## src/rtl/idss_pkg.sv

```systemverilog
// Shared types and constants for the input-data shift structure feeder.
package idss_pkg;

  typedef enum logic [2:0] {
    IDLE,
    LOAD,
    SHIFT,
    PRESENT,
    DONE
  } feeder_state_t;

  localparam logic [2:0] LE_NONE  = 3'b000;
  localparam logic [2:0] LE_LANE1 = 3'b001;
  localparam logic [2:0] LE_LANE2 = 3'b010;
  localparam logic [2:0] LE_LANE3 = 3'b011;
  localparam logic [2:0] LE_LANE4 = 3'b100;

  // in_data packing: word index of each row inside a column beat
  localparam int ROW1_OFS = 0;
  localparam int ROW2_OFS = 1;
  localparam int ROW3_OFS = 2;

endpackage

```

## src/rtl/idss_feeder.sv

```systemverilog
// Column sequencer for the shift structure: beat shows on rows/LE one cycle after acceptance.
// Backpressure: in_ready only in LOAD; window_valid holds until window_ack.
module idss_feeder
  import idss_pkg::*;
#(
  parameter int IO_DATA_WIDTH     = 16,
  parameter int NB_LANES          = 4,
  parameter int WINDOW_COLS       = 3,
  parameter int FEATURE_MAP_WIDTH = 1024,
  parameter int COL_W             = $clog2(FEATURE_MAP_WIDTH + 1)
) (
  input  logic                       clk,
  input  logic                       arst_n_in,
  input  logic                       start,
  input  logic [COL_W-1:0]           nb_cols,
  input  logic [3*IO_DATA_WIDTH-1:0] in_data,
  input  logic                       in_valid,
  output logic                       in_ready,
  output logic [IO_DATA_WIDTH-1:0]   row_1,
  output logic [IO_DATA_WIDTH-1:0]   row_2,
  output logic [IO_DATA_WIDTH-1:0]   row_3,
  output logic [2:0]                 LE_select,
  output logic                       shift,
  output logic                       window_valid,
  input  logic                       window_ack,
  output logic                       busy,
  output logic                       done
);

  localparam int W = IO_DATA_WIDTH;

  feeder_state_t    state_q, state_d;
  logic [2:0]       lane_q, lane_d;
  logic [COL_W-1:0] col_q, col_d, nb_q, nb_d, col_inc, nb_clamped;
  logic [W-1:0]     row1_q, row1_d, row2_q, row2_d, row3_q, row3_d;
  logic [2:0]       le_q, le_d;
  logic             shift_q, shift_d, wv_q, wv_d, busy_q, done_q;

  assign col_inc    = col_q + COL_W'(1);
  assign nb_clamped = (nb_cols > COL_W'(FEATURE_MAP_WIDTH)) ? COL_W'(FEATURE_MAP_WIDTH) : nb_cols;

  always_comb begin
    state_d = state_q;
    lane_d  = lane_q;
    col_d   = col_q;
    nb_d    = nb_q;
    row1_d  = row1_q;
    row2_d  = row2_q;
    row3_d  = row3_q;
    le_d    = LE_NONE;
    shift_d = 1'b0;
    wv_d    = wv_q;
    case (state_q)
      IDLE: begin
        if (start) begin
          if (nb_cols >= COL_W'(WINDOW_COLS)) begin
            nb_d    = nb_clamped;
            lane_d  = LE_LANE1;
            col_d   = '0;
            state_d = LOAD;
          end else begin
            state_d = DONE;
          end
        end
      end
      LOAD: begin
        if (in_valid) begin
          row1_d = in_data[ROW1_OFS*W +: W];
          row2_d = in_data[ROW2_OFS*W +: W];
          row3_d = in_data[ROW3_OFS*W +: W];
          le_d   = lane_q;
          if (lane_q == 3'(NB_LANES)) state_d = SHIFT;
          else                        lane_d  = lane_q + 3'd1;
        end
      end
      SHIFT: begin
        shift_d = 1'b1;
        col_d   = col_inc;
        lane_d  = LE_LANE1;
        state_d = (col_inc >= COL_W'(WINDOW_COLS)) ? PRESENT : LOAD;
      end
      PRESENT: begin
        // An ack only counts once window_valid is actually visible downstream.
        if (wv_q && window_ack) begin
          wv_d    = 1'b0;
          state_d = (col_q == nb_q) ? DONE : LOAD;
        end else begin
          wv_d = 1'b1;
        end
      end
      DONE:    state_d = IDLE;
      default: state_d = IDLE;
    endcase
  end

  always_ff @(posedge clk or negedge arst_n_in) begin
    if (!arst_n_in) begin
      state_q <= IDLE;
      lane_q  <= '0;
      col_q   <= '0;
      nb_q    <= '0;
      row1_q  <= '0;
      row2_q  <= '0;
      row3_q  <= '0;
      le_q    <= LE_NONE;
      shift_q <= 1'b0;
      wv_q    <= 1'b0;
      busy_q  <= 1'b0;
      done_q  <= 1'b0;
    end else begin
      state_q <= state_d;
      lane_q  <= lane_d;
      col_q   <= col_d;
      nb_q    <= nb_d;
      row1_q  <= row1_d;
      row2_q  <= row2_d;
      row3_q  <= row3_d;
      le_q    <= le_d;
      shift_q <= shift_d;
      wv_q    <= wv_d;
      busy_q  <= (state_d != IDLE);
      done_q  <= (state_d == DONE);
    end
  end

  assign in_ready     = (state_q == LOAD);
  assign row_1        = row1_q;
  assign row_2        = row2_q;
  assign row_3        = row3_q;
  assign LE_select    = le_q;
  assign shift        = shift_q;
  assign window_valid = wv_q;
  assign busy         = busy_q;
  assign done         = done_q;

endmodule

```

## config.mk

```make
export PLATFORM = sky130hd
export DESIGN_NAME = idss_feeder
export DESIGN_NICKNAME = d
export VERILOG_FILES = /design/src/rtl/idss_pkg.sv /design/src/rtl/idss_feeder.sv
export SDC_FILE = /design/constraint.sdc
export NUM_CORES = 1
export LEC_CHECK = 0
export ABC_CLOCK_PERIOD_IN_PS = 3540
export CAP_MARGIN = 10
export CORE_MARGIN = 2
export CORE_UTILIZATION = 45
export DETAILED_ROUTE_END_ITERATION = 6
export PLACE_DENSITY_LB_ADDON = 0.1
export SYNTH_ARGS = -nofsm -noshare
export SYNTH_HDL_FRONTEND = slang
export SYNTH_SLANG_ARGS = --single-unit
```

## constraint.sdc

```tcl
create_clock -name clk -period 3.54 [get_ports clk]
set_clock_uncertainty 0.1 [all_clocks]
set_input_delay 0.531 -clock clk [delete_from_list [all_inputs] [get_ports clk]]
set_output_delay 0.531 -clock clk [all_outputs]
set_load 0.01 [all_outputs]
```

---- Yosys cells after proc, flatten, opt, wreduce, memory -nomap -nowiden ----
Index checks and enable logic that the tools add are counted.
operators by class
  add/sub/neg operators ................... 2
  $lt $le $gt $ge ......................... 3
  equality and inequality tests ........... 10
  mux-type cells .......................... 21
  reductions and logical operators ........ 9
operators by type and width
  cell                   count
  $mux 3                 12
  $mux 11                3
  $ge 11x2->1 const B    2
  $pmux 11 s2            1
  $pmux 3 s4             1
  $add 11x1->11 const B  1
  $eq 11x11->1           1
  $gt 11x11->1 const B   1
  $pmux 3 s3             1
  $ne 2x2->1 const B     4
  $eq 3x2->1 const B     2
  $eq 3x3->1 const B     2
  $reduce_and 3->1       2
  $reduce_bool 3->1      2
  $reduce_and 5->1       1
  $add 3x1->3 const B    1
  $eq 3x1->1 const B     1
  $logic_not 3->1        1
  $mux 1                 2
  $mux 2                 1
  $reduce_and 2->1       1
  $reduce_bool 2->1      1
  $logic_and 1x1->1      1
storage, ports and cells
  bits in registers ....................... 83
  input port bits ......................... 64
  word-level logic and storage cells ...... 57

---- Depth between registers and ports, before layout ----
  depth in word-level cells ............... 5
  mapped depth ............................ 8

---- Worst setup path before layout ----
Ideal clock, no wire load.
  path type ............................... input -> register
  from .................................... input nb_cols[4]
  to ...................................... register col_q[6]
  setup time .............................. 0.110 ns
  arrival ................................. 2.035 ns
  required time ........................... 3.330 ns
  setup slack ............................. 1.295 ns
  stages on the path ...................... 5
  cell sequence ........................... or4_4 > or4_4 > a21oi_4 > o21ai_1 > o41ai_1
on the way
  word-level cells in the longest chain between the ends .. 3
ends and longest elaborated chain
  element                            line                RTL
  start, declared                    idss_feeder.sv:15   input logic [COL_W-1:0] nb_cols,
  $ge 11x2->1                        idss_feeder.sv:56   if (nb_cols >= COL_W'(WINDOW_COLS)) begin
  $ne 2x2->1 (no source line)        -
  $reduce_and 3->1 (no source line)  -
  end signal, assigned               idss_feeder.sv:113  col_q <= col_d;
  end, declared                      idss_feeder.sv:34   logic [COL_W-1:0] col_q, col_d, nb_q, nb_d, col_inc, nb_clamped;
No other way between the ends.
A chain may end at the register's enable or synchronous reset.

---- Final worst setup path ----
  from .................................... register col_q[0]
  to ...................................... register state_q[1]
on the way
  word-level cells in the longest chain between the ends .. 4
ends and longest elaborated chain
  element               line                RTL
  $add 11x1->11         idss_feeder.sv:39   assign col_inc = col_q + COL_W'(1);
  $ge 11x2->1           idss_feeder.sv:80   state_d = (col_inc >= COL_W'(WINDOW_COLS)) ? PRESENT : LOAD;
  $mux 2                idss_feeder.sv:80
  $pmux 3 s4            idss_feeder.sv:53   case (state_q)
  via state_d[1]        idss_feeder.sv:32   feeder_state_t state_q, state_d;
  end signal, assigned  idss_feeder.sv:111  state_q <= state_d;
  end, declared         idss_feeder.sv:32
The timed path passes the listed nets, and every way through them passes these cells.

==> run summary <==
The mean routed wirelength per cell is 15.6 um. Counting both buffers and inverters, the worst setup path holds a total of 0. The run finished with clean final reports. The most used flip-flop cell after synthesis is sky130_fd_sc_hd__dfrtp_1. 120 I/O pins were placed. By area the synthesized netlist is led by sky130_fd_sc_hd__dfrtp_1, sky130_fd_sc_hd__mux2_1, sky130_fd_sc_hd__xor2_1. The width of the chip came out at 94.6 um. The maximum vdd drop is 274 uV. Summed over its instances, the top area cell type makes up 56.2% of the synthesized netlist area. The clock sink count came out at 83. The number of flip-flops and latches in the synthesized netlist is 83. The stage delay of the slowest cell on the critical path came out at 530 ps.

The number of synthesized flops with an enable pin came out at 0. The number of different library cells in the post-synthesis netlist is 41. The average size of a mapped cell came out at 12.1 um^2.

0 antenna diodes ended up in the layout. The accumulated negative setup slack came out at 0 ps. On the critical path, the stage with the largest delay is an instance of sky130_fd_sc_hd__dfrtp_1. The max-cap check violation count came out at 0. The standard-cell row count is 33. Setup violations remaining at the end of the flow were counted as 0. The setup slack of the critical path after layout came out at 1010 ps. The worst setup path is of the reg2reg kind. The TritonCTS clock tree is done. The total overflow reported by the global router is 0. The fraction of final layout cells sized beyond drive strength 1 came out at 7.06%. The HPWL after detailed placement is 6.03 mm. The final-report hold violation count was 0. The die boundary height is 94.6 um. The initial antenna violation count is 0.

The final estimated routing congestion in global placement is 0.773. The worst hold path belongs to the class in2async. The share of power burned in combinational logic is 39.8%. The Yosys step of the flow raised 0 warnings.

The worst setup path is launched from a register. Setup repair after global routing left no endpoint under its margin. Grouping stages by cell kind, the critical path spends the most delay in simple AND/OR/NAND/NOR gates. The via count came out at 2715. For this run, the total global-route usage over all layers was measured as 19.4%.

In this run, the number of DRC markers left after iteration 0 of detailed routing was 76. The first global-routing pass estimated 13.3 mm of wire. The post-synthesis instance total is 305. The completed layout was analyzed and its total power is 3.63 mW. The number of gates resized after CTS is 0. For the finished layout, the period the worst path requires is 2530 ps. The root buffer cell chosen for the clock tree is sky130_fd_sc_hd__clkbuf_8. STA puts the critical path data required time at 3650 ps.

The maximum fanout along the worst path is 9. The async set-reset flop share out of synthesis came out at 100%. The relative contribution of the clock network to total power came out at 18.6%. For the pin with the worst max-slew slack, the measured transition is 687 ps. In this run the cell area measured after placement is 4950 um^2. The routed wire length came out at 8.28 mm. Data arrives at the worst endpoint at 2630 ps.

The worst setup path is captured at a register. The final worst-path cycle share came out at 71.3%. The clock-pin slew on the worst setup and hold paths came out at 90 ps. The post-synthesis sequential area ratio came out at 56.2%. After detailed placement, the design holds a cell count of 514.

In the layout the commonest cells are sky130_fd_sc_hd__clkdlybuf4s50_1, sky130_fd_sc_hd__dfrtp_1, sky130_fd_sc_hd__mux2_1. The synthesized area came out at 3690 um^2. The iteration count of the initial detailed-routing pass is 4.

The leakage power figure came out at 2.24 nW. The library cell used most frequently in the layout, excluding fill and tap cells, is sky130_fd_sc_hd__clkdlybuf4s50_1. The number of max-slew violations in the final report is 0.

Counting along the longest clock path gives a buffer depth of 2. The post-route cell area came out at 5140 um^2. The number of nets in the synthesized netlist is 373.

The number of setup buffers added after CTS came out at 0. The initial standard-cell utilization of the core is 45.6%. Relative to the synthesized area, the layout overhead comes to 39.3%. The source-to-sink clock delay at the later pin of the worst-skew pair is 350 ps.

Clock tree synthesis inserted a total of 9 buffers. The internal power of the cells totals 2.50 mW. The area enclosed by the die boundary is 8950 um^2. The setup slack at placement came out at 717 ps. The count of buffers added on input and output ports is 119. For this design the total switching power over the nets is 1.13 mW.

The power density over cell area came out at 706 nW/um^2. In this run the number of H-tree levels came out at 3. The number of vias per cell came out at 5.12.

The via count of the first global-routing pass is 2615. The number of buffers added to fix hold violations after cts is 0. After detailed routing, the number of remaining DRC violations is 0. The post-route antenna net violation count is 0. The signal on the critical path passes through ha_1 > nand2_1 > nor3_1 > nand3_1 > a2111oi_0 > a31oi_1. For this run, the post-layout net count is 488. The fmax is 396 MHz. The cell accounting for the most synthesized area is sky130_fd_sc_hd__dfrtp_1.

The register share of total power came out at 41.6%. Entering global routing, the biggest net connects 49 pins. The core region area came out at 8090 um^2. The worst pin sits at a relative slew slack of 54.1%. The non-filler instance count after layout is 530. In this run switching power makes up 31.1% of total power.
[per-stage QoR]
| stage | hold slack, ps | utilization, % |
|---|---|---|
| floorplan | 135 | - |
| global placement | 366 | 61.2 |
| detailed placement | 374 | 61.2 |
| CTS | 76.9 | 63.6 |
| global route | 85.1 | 63.6 |
| finish | 62.4 | 63.6 |
[area by class of cell]
class                   instances  area (um^2)
clock inverters                 6         65.1
inverters                       8         30.0
fillers                       671         2950
well taps                     105          131
flip-flops and latches         83         2080
clock buffers                  10          128
multi-input cells             196         1500
repair buffers                122         1210
[Yosys cell counts, types with 4 or more instances]
| cell type | count |
|---|---|
| sky130_fd_sc_hd__dfrtp_1 | 83 |
| sky130_fd_sc_hd__mux2_1 | 48 |
| sky130_fd_sc_hd__nand2_1 | 20 |
| sky130_fd_sc_hd__o21ai_1 | 20 |
| sky130_fd_sc_hd__nor2_1 | 17 |
| sky130_fd_sc_hd__xor2_1 | 14 |
| sky130_fd_sc_hd__a22o_1 | 9 |
| sky130_fd_sc_hd__clkbuf_1 | 9 |
| sky130_fd_sc_hd__nand3_1 | 9 |
| sky130_fd_sc_hd__and3_1 | 8 |
| sky130_fd_sc_hd__buf_2 | 8 |
| sky130_fd_sc_hd__inv_1 | 6 |
| sky130_fd_sc_hd__nor3_1 | 5 |
| sky130_fd_sc_hd__a31oi_1 | 4 |
| sky130_fd_sc_hd__ha_1 | 4 |
| sky130_fd_sc_hd__nand4_1 | 4 |
| sky130_fd_sc_hd__o41ai_1 | 4 |
[kinds of logic after synthesis]
| family | Yosys count | share of synthesized area [%] |
|---|---|---|
| DFF | 83 | 56.2 |
| adders and majority gates | 4 | 1.36 |
| AOI/OAI and AO/OA | 48 | 9.15 |
| xor gates and xnor gates | 17 | 4.03 |
| muxes | 50 | 15.2 |
| buffers and inverters | 26 | 3.12 |
| and+or+nand+nor | 77 | 10.9 |
[flip-flops by register name, indices dropped and copies added (netlist names)]
name and flops:
row_1 16, done 1, lane_q 3, nb_q 11, row_3 16, shift 1, busy 1, state_q 3
col_q 11, window_valid 1, LE_select 3, row_2 16
[power by group through the flow]
stage                     logic [mW]  registers, mW  clock network (mW)
after floorplan                0.510           1.65                   0
after global placement          1.45           1.52                   0
after detailed placement        1.47           1.54                   0
after CTS                       1.47           1.52               0.696
after global routing            1.57           1.56               0.748
final                           1.45           1.51               0.677
[metal layers]
layer,global-route usage (%),part of all wire (%),vias to the layer above
met5,0,0,-
met4,7.25,1.5,0
met3,5.59,7.3,10
met2,30.1,45,88
met1,26.1,46,1302
li1,-,-,1315
[worst reg2reg max path: cells and delay by family (launching register included)]
| kind | cells | cell delay, ps |
|---|---|---|
| simple gates | 3 | 770 |
| compound gates | 2 | 570 |
| flops | 1 | 530 |
| fa+ha+maj | 1 | 420 |
[worst paths after layout]
kind	startpoint	to	slack, ps	depth (start not counted)
max in group asynchronous	arst_n_in	row_2[3]$_DFFE_PN0P_	2550	2
hold / removal	arst_n_in	row_3[0]$_DFFE_PN0P_	60	1
min in group clk	row_3[4]$_DFFE_PN0P_	row_3[4]$_DFFE_PN0P_	390	1
setup reg to reg	col_q[0]$_DFFE_PN0P_	state_q[1]$_DFF_PN0_	1010	6
setup / recovery	col_q[0]$_DFFE_PN0P_	state_q[1]$_DFF_PN0_	1010	6
hold reg to reg	row_3[4]$_DFFE_PN0P_	row_3[4]$_DFFE_PN0P_	390	1
(Power assumes the default switching activity.)
==> RTL edit: new RTL, same flow settings <==
Encoding of `feeder_state_t`: now one-hot (5 bits for 5 states).
--- a/src/rtl/idss_pkg.sv
+++ b/src/rtl/idss_pkg.sv
@@ -2,10 +2,10 @@
 package idss_pkg;
 
-  typedef enum logic [2:0] {
-    IDLE,
-    LOAD,
-    SHIFT,
-    PRESENT,
-    DONE
+  typedef enum logic [4:0] {
+    IDLE    = 5'b00001,
+    LOAD    = 5'b00010,
+    SHIFT   = 5'b00100,
+    PRESENT = 5'b01000,
+    DONE    = 5'b10000
   } feeder_state_t;
 
Formal check against the unedited RTL: no difference found for any inputs over 10 cycles, from zero or initial values and one cycle with arst_n_in low; not proved beyond that.
==> RTL edit against the unedited design <==
Final area rose by 1.5%. Area after synthesis rose by 3.6%. Setup slack got worse by 0.11 ns. Synthesized cell count rose by 37%. Sequential cell count rose by 2. Total power fell by 1.7%. Via count rose by 19%. Routed wire length rose by 9.6%. Largest power group unchanged. Highest routed layer unchanged.
==> RTL edit: results (changes against the unedited design) <==
[status]
status = completed

[detailed_routing]
firstDrtPassIters = 4  ; unchanged
dr.max_layer_used = met4
dr_wl_met3_um = 633  ; +4.1%
wl_per_cell_um = 14.27  ; -8.7%
vias = 3242  ; +19%
met2_length_um = 4354  ; +17%
wl_met1_um = 3948  ; +3.1%
drt_iter0_drc = 195  ; +160%

[grt]
met2_usage_pct = 34.95  ; +4.9 points
grt.met3_usage_pct = 6.186  ; +0.60 points
grt_pass1_wl_um = 14970  ; +13%
grt_use_met1_pct = 26.15  ; +0.055 points
grt_util_all_layers_pct = 21.05  ; +1.6 points
antenna_found_initial = 0  ; unchanged
grt_start_max_net_pins = 86  ; +76%

[pwr]
combinationalPowerShare_pct = 38.2  ; -1.6 points
ir_drop_mv = 0.3216  ; +17%
p_sw_mw = 1.178  ; +4.1%
p_leak_nw = 2.463  ; +10%
powerClk_mw = 0.665  ; -2%

[synthesis]
synthFlopType = dfrtp_1
synth.distinct_cells = 45  ; +9.8%
ys_async_sr_fraction_pct = 100.0  ; unchanged
synth.top_cells.by_area = dfrtp_1 (55%), nand2_1 (16%), xor2_1 (3.2%)
ys_seq_area_share_pct = 55.61  ; -0.63 points
ys_warn_count = 0  ; unchanged
syn_nets = 487  ; +31%
synth_commonest_cells = nand2_1 (166), dfrtp_1 (84), nor2_1 (19), o21ai_0 (19), xor2_1 (14)

[clock_tree]
root_buffer = clkbuf_8
cts_setup_buffers = 0  ; unchanged
cts_resized = 0  ; unchanged
numCtsBuffers = 9  ; unchanged
clock_latency_ns = 0.34
cts_buffer_depth = 2  ; unchanged
cts.htree.levels = 3  ; unchanged
clk_pin_slew_ns = 0.09  ; about the same

[final_layout]
nets = 595  ; +22%
drive_above_1_share_pct = 4.896  ; -2.2 points
fillers = 698  ; +4.0%
diodes = 0  ; unchanged

[hold_path]
worstHoldPathType = in -> async

[critical_path]
r2r_start = col_q[0]
cp-startpoint = state_q[3]
rrSetupSlack_ns = 1.15  ; +0.14 ns
critical_path_arrival_ns = 2.01  ; -0.62 ns
critPathMaxFanout = 9  ; unchanged

[sta]
max_slew_margin_pct = 28.89  ; -25 points

[placement]
gp_congestion = 0.8476  ; +9.7%
dp_hpwl_um = 6366  ; +5.6%
place_area_mm2 = 0.005040  ; +1.8%
io_buffers = 119  ; unchanged

-- RTL edit: cell count changes after synthesis, moves of 3 or more --
cell	delta
o21ai_0	+18
nor4_1	+5
nand2_1	+146
buf_2	-3
o41ai_1	-4
o21ai_1	-20
and3_1	-6
or4_4	-3
mux2_1	-48
clkbuf_1	+4
buf_4	+3
and2_1	+4
a21oi_1	+8
-- RTL edit: final cells by class --
| type | instances | area [um2] | share of cell area (%) |
|---|---|---|---|
| clock inverters | 4 | 50.05 | 0.9585 |
| repair buffers | 122 | 1211 | 23.20 |
| clock buffers | 11 | 131.4 | 2.516 |
| multi-input cells | 304 | 1545 | 29.59 |
| well taps | 105 | 131.4 | 2.516 |
| inverters | 5 | 23.77 | 0.4553 |
| flip-flops and latches | 85 | 2128 | 40.76 |
-- RTL edit: logic make-up (layout without fill, tap and decap cells) --
family	Yosys count	in the layout	share of synthesized area [%]
mux	2	2	0.5557
xor+xnor	17	17	3.890
buf+inv	30	142	4.119
flops	85	85	55.61
compound gates	49	49	8.565
fa+ha+maj	4	4	1.308
simple gates	232	232	25.96
-- RTL edit: critical path: stages (launching register included) --
cell and delay (ns):
dfrtp_1 0.48, nor4_2 0.52, clkdlybuf4s50_1 0.66
-- RTL edit: metrics by stage --
step	total power, mW	setup WS [ns]	hold slack (ns)	instances
after CTS	3.611	0.8621	0.3151	636
after global routing	3.818	0.7799	0.3686	636
final	3.574	0.9021	0.2552	636
after detailed placement	2.937	0.8773	0.3610	621
after floorplan	2.169	1.404	0.1354	419
after global placement	2.906	0.9574	0.3565	621
-- RTL edit: final timing paths --
path / endpoint / cells past startpoint
max in group asynchronous: LE_select[0] / 1
worst min register to register: row_2[8] / 2
min in group clk: row_2[8] / 2
worst max register to register: state_q[3] / 6
worst max-delay path: in_ready / 2
worst min-delay path: row_1[2] / 1
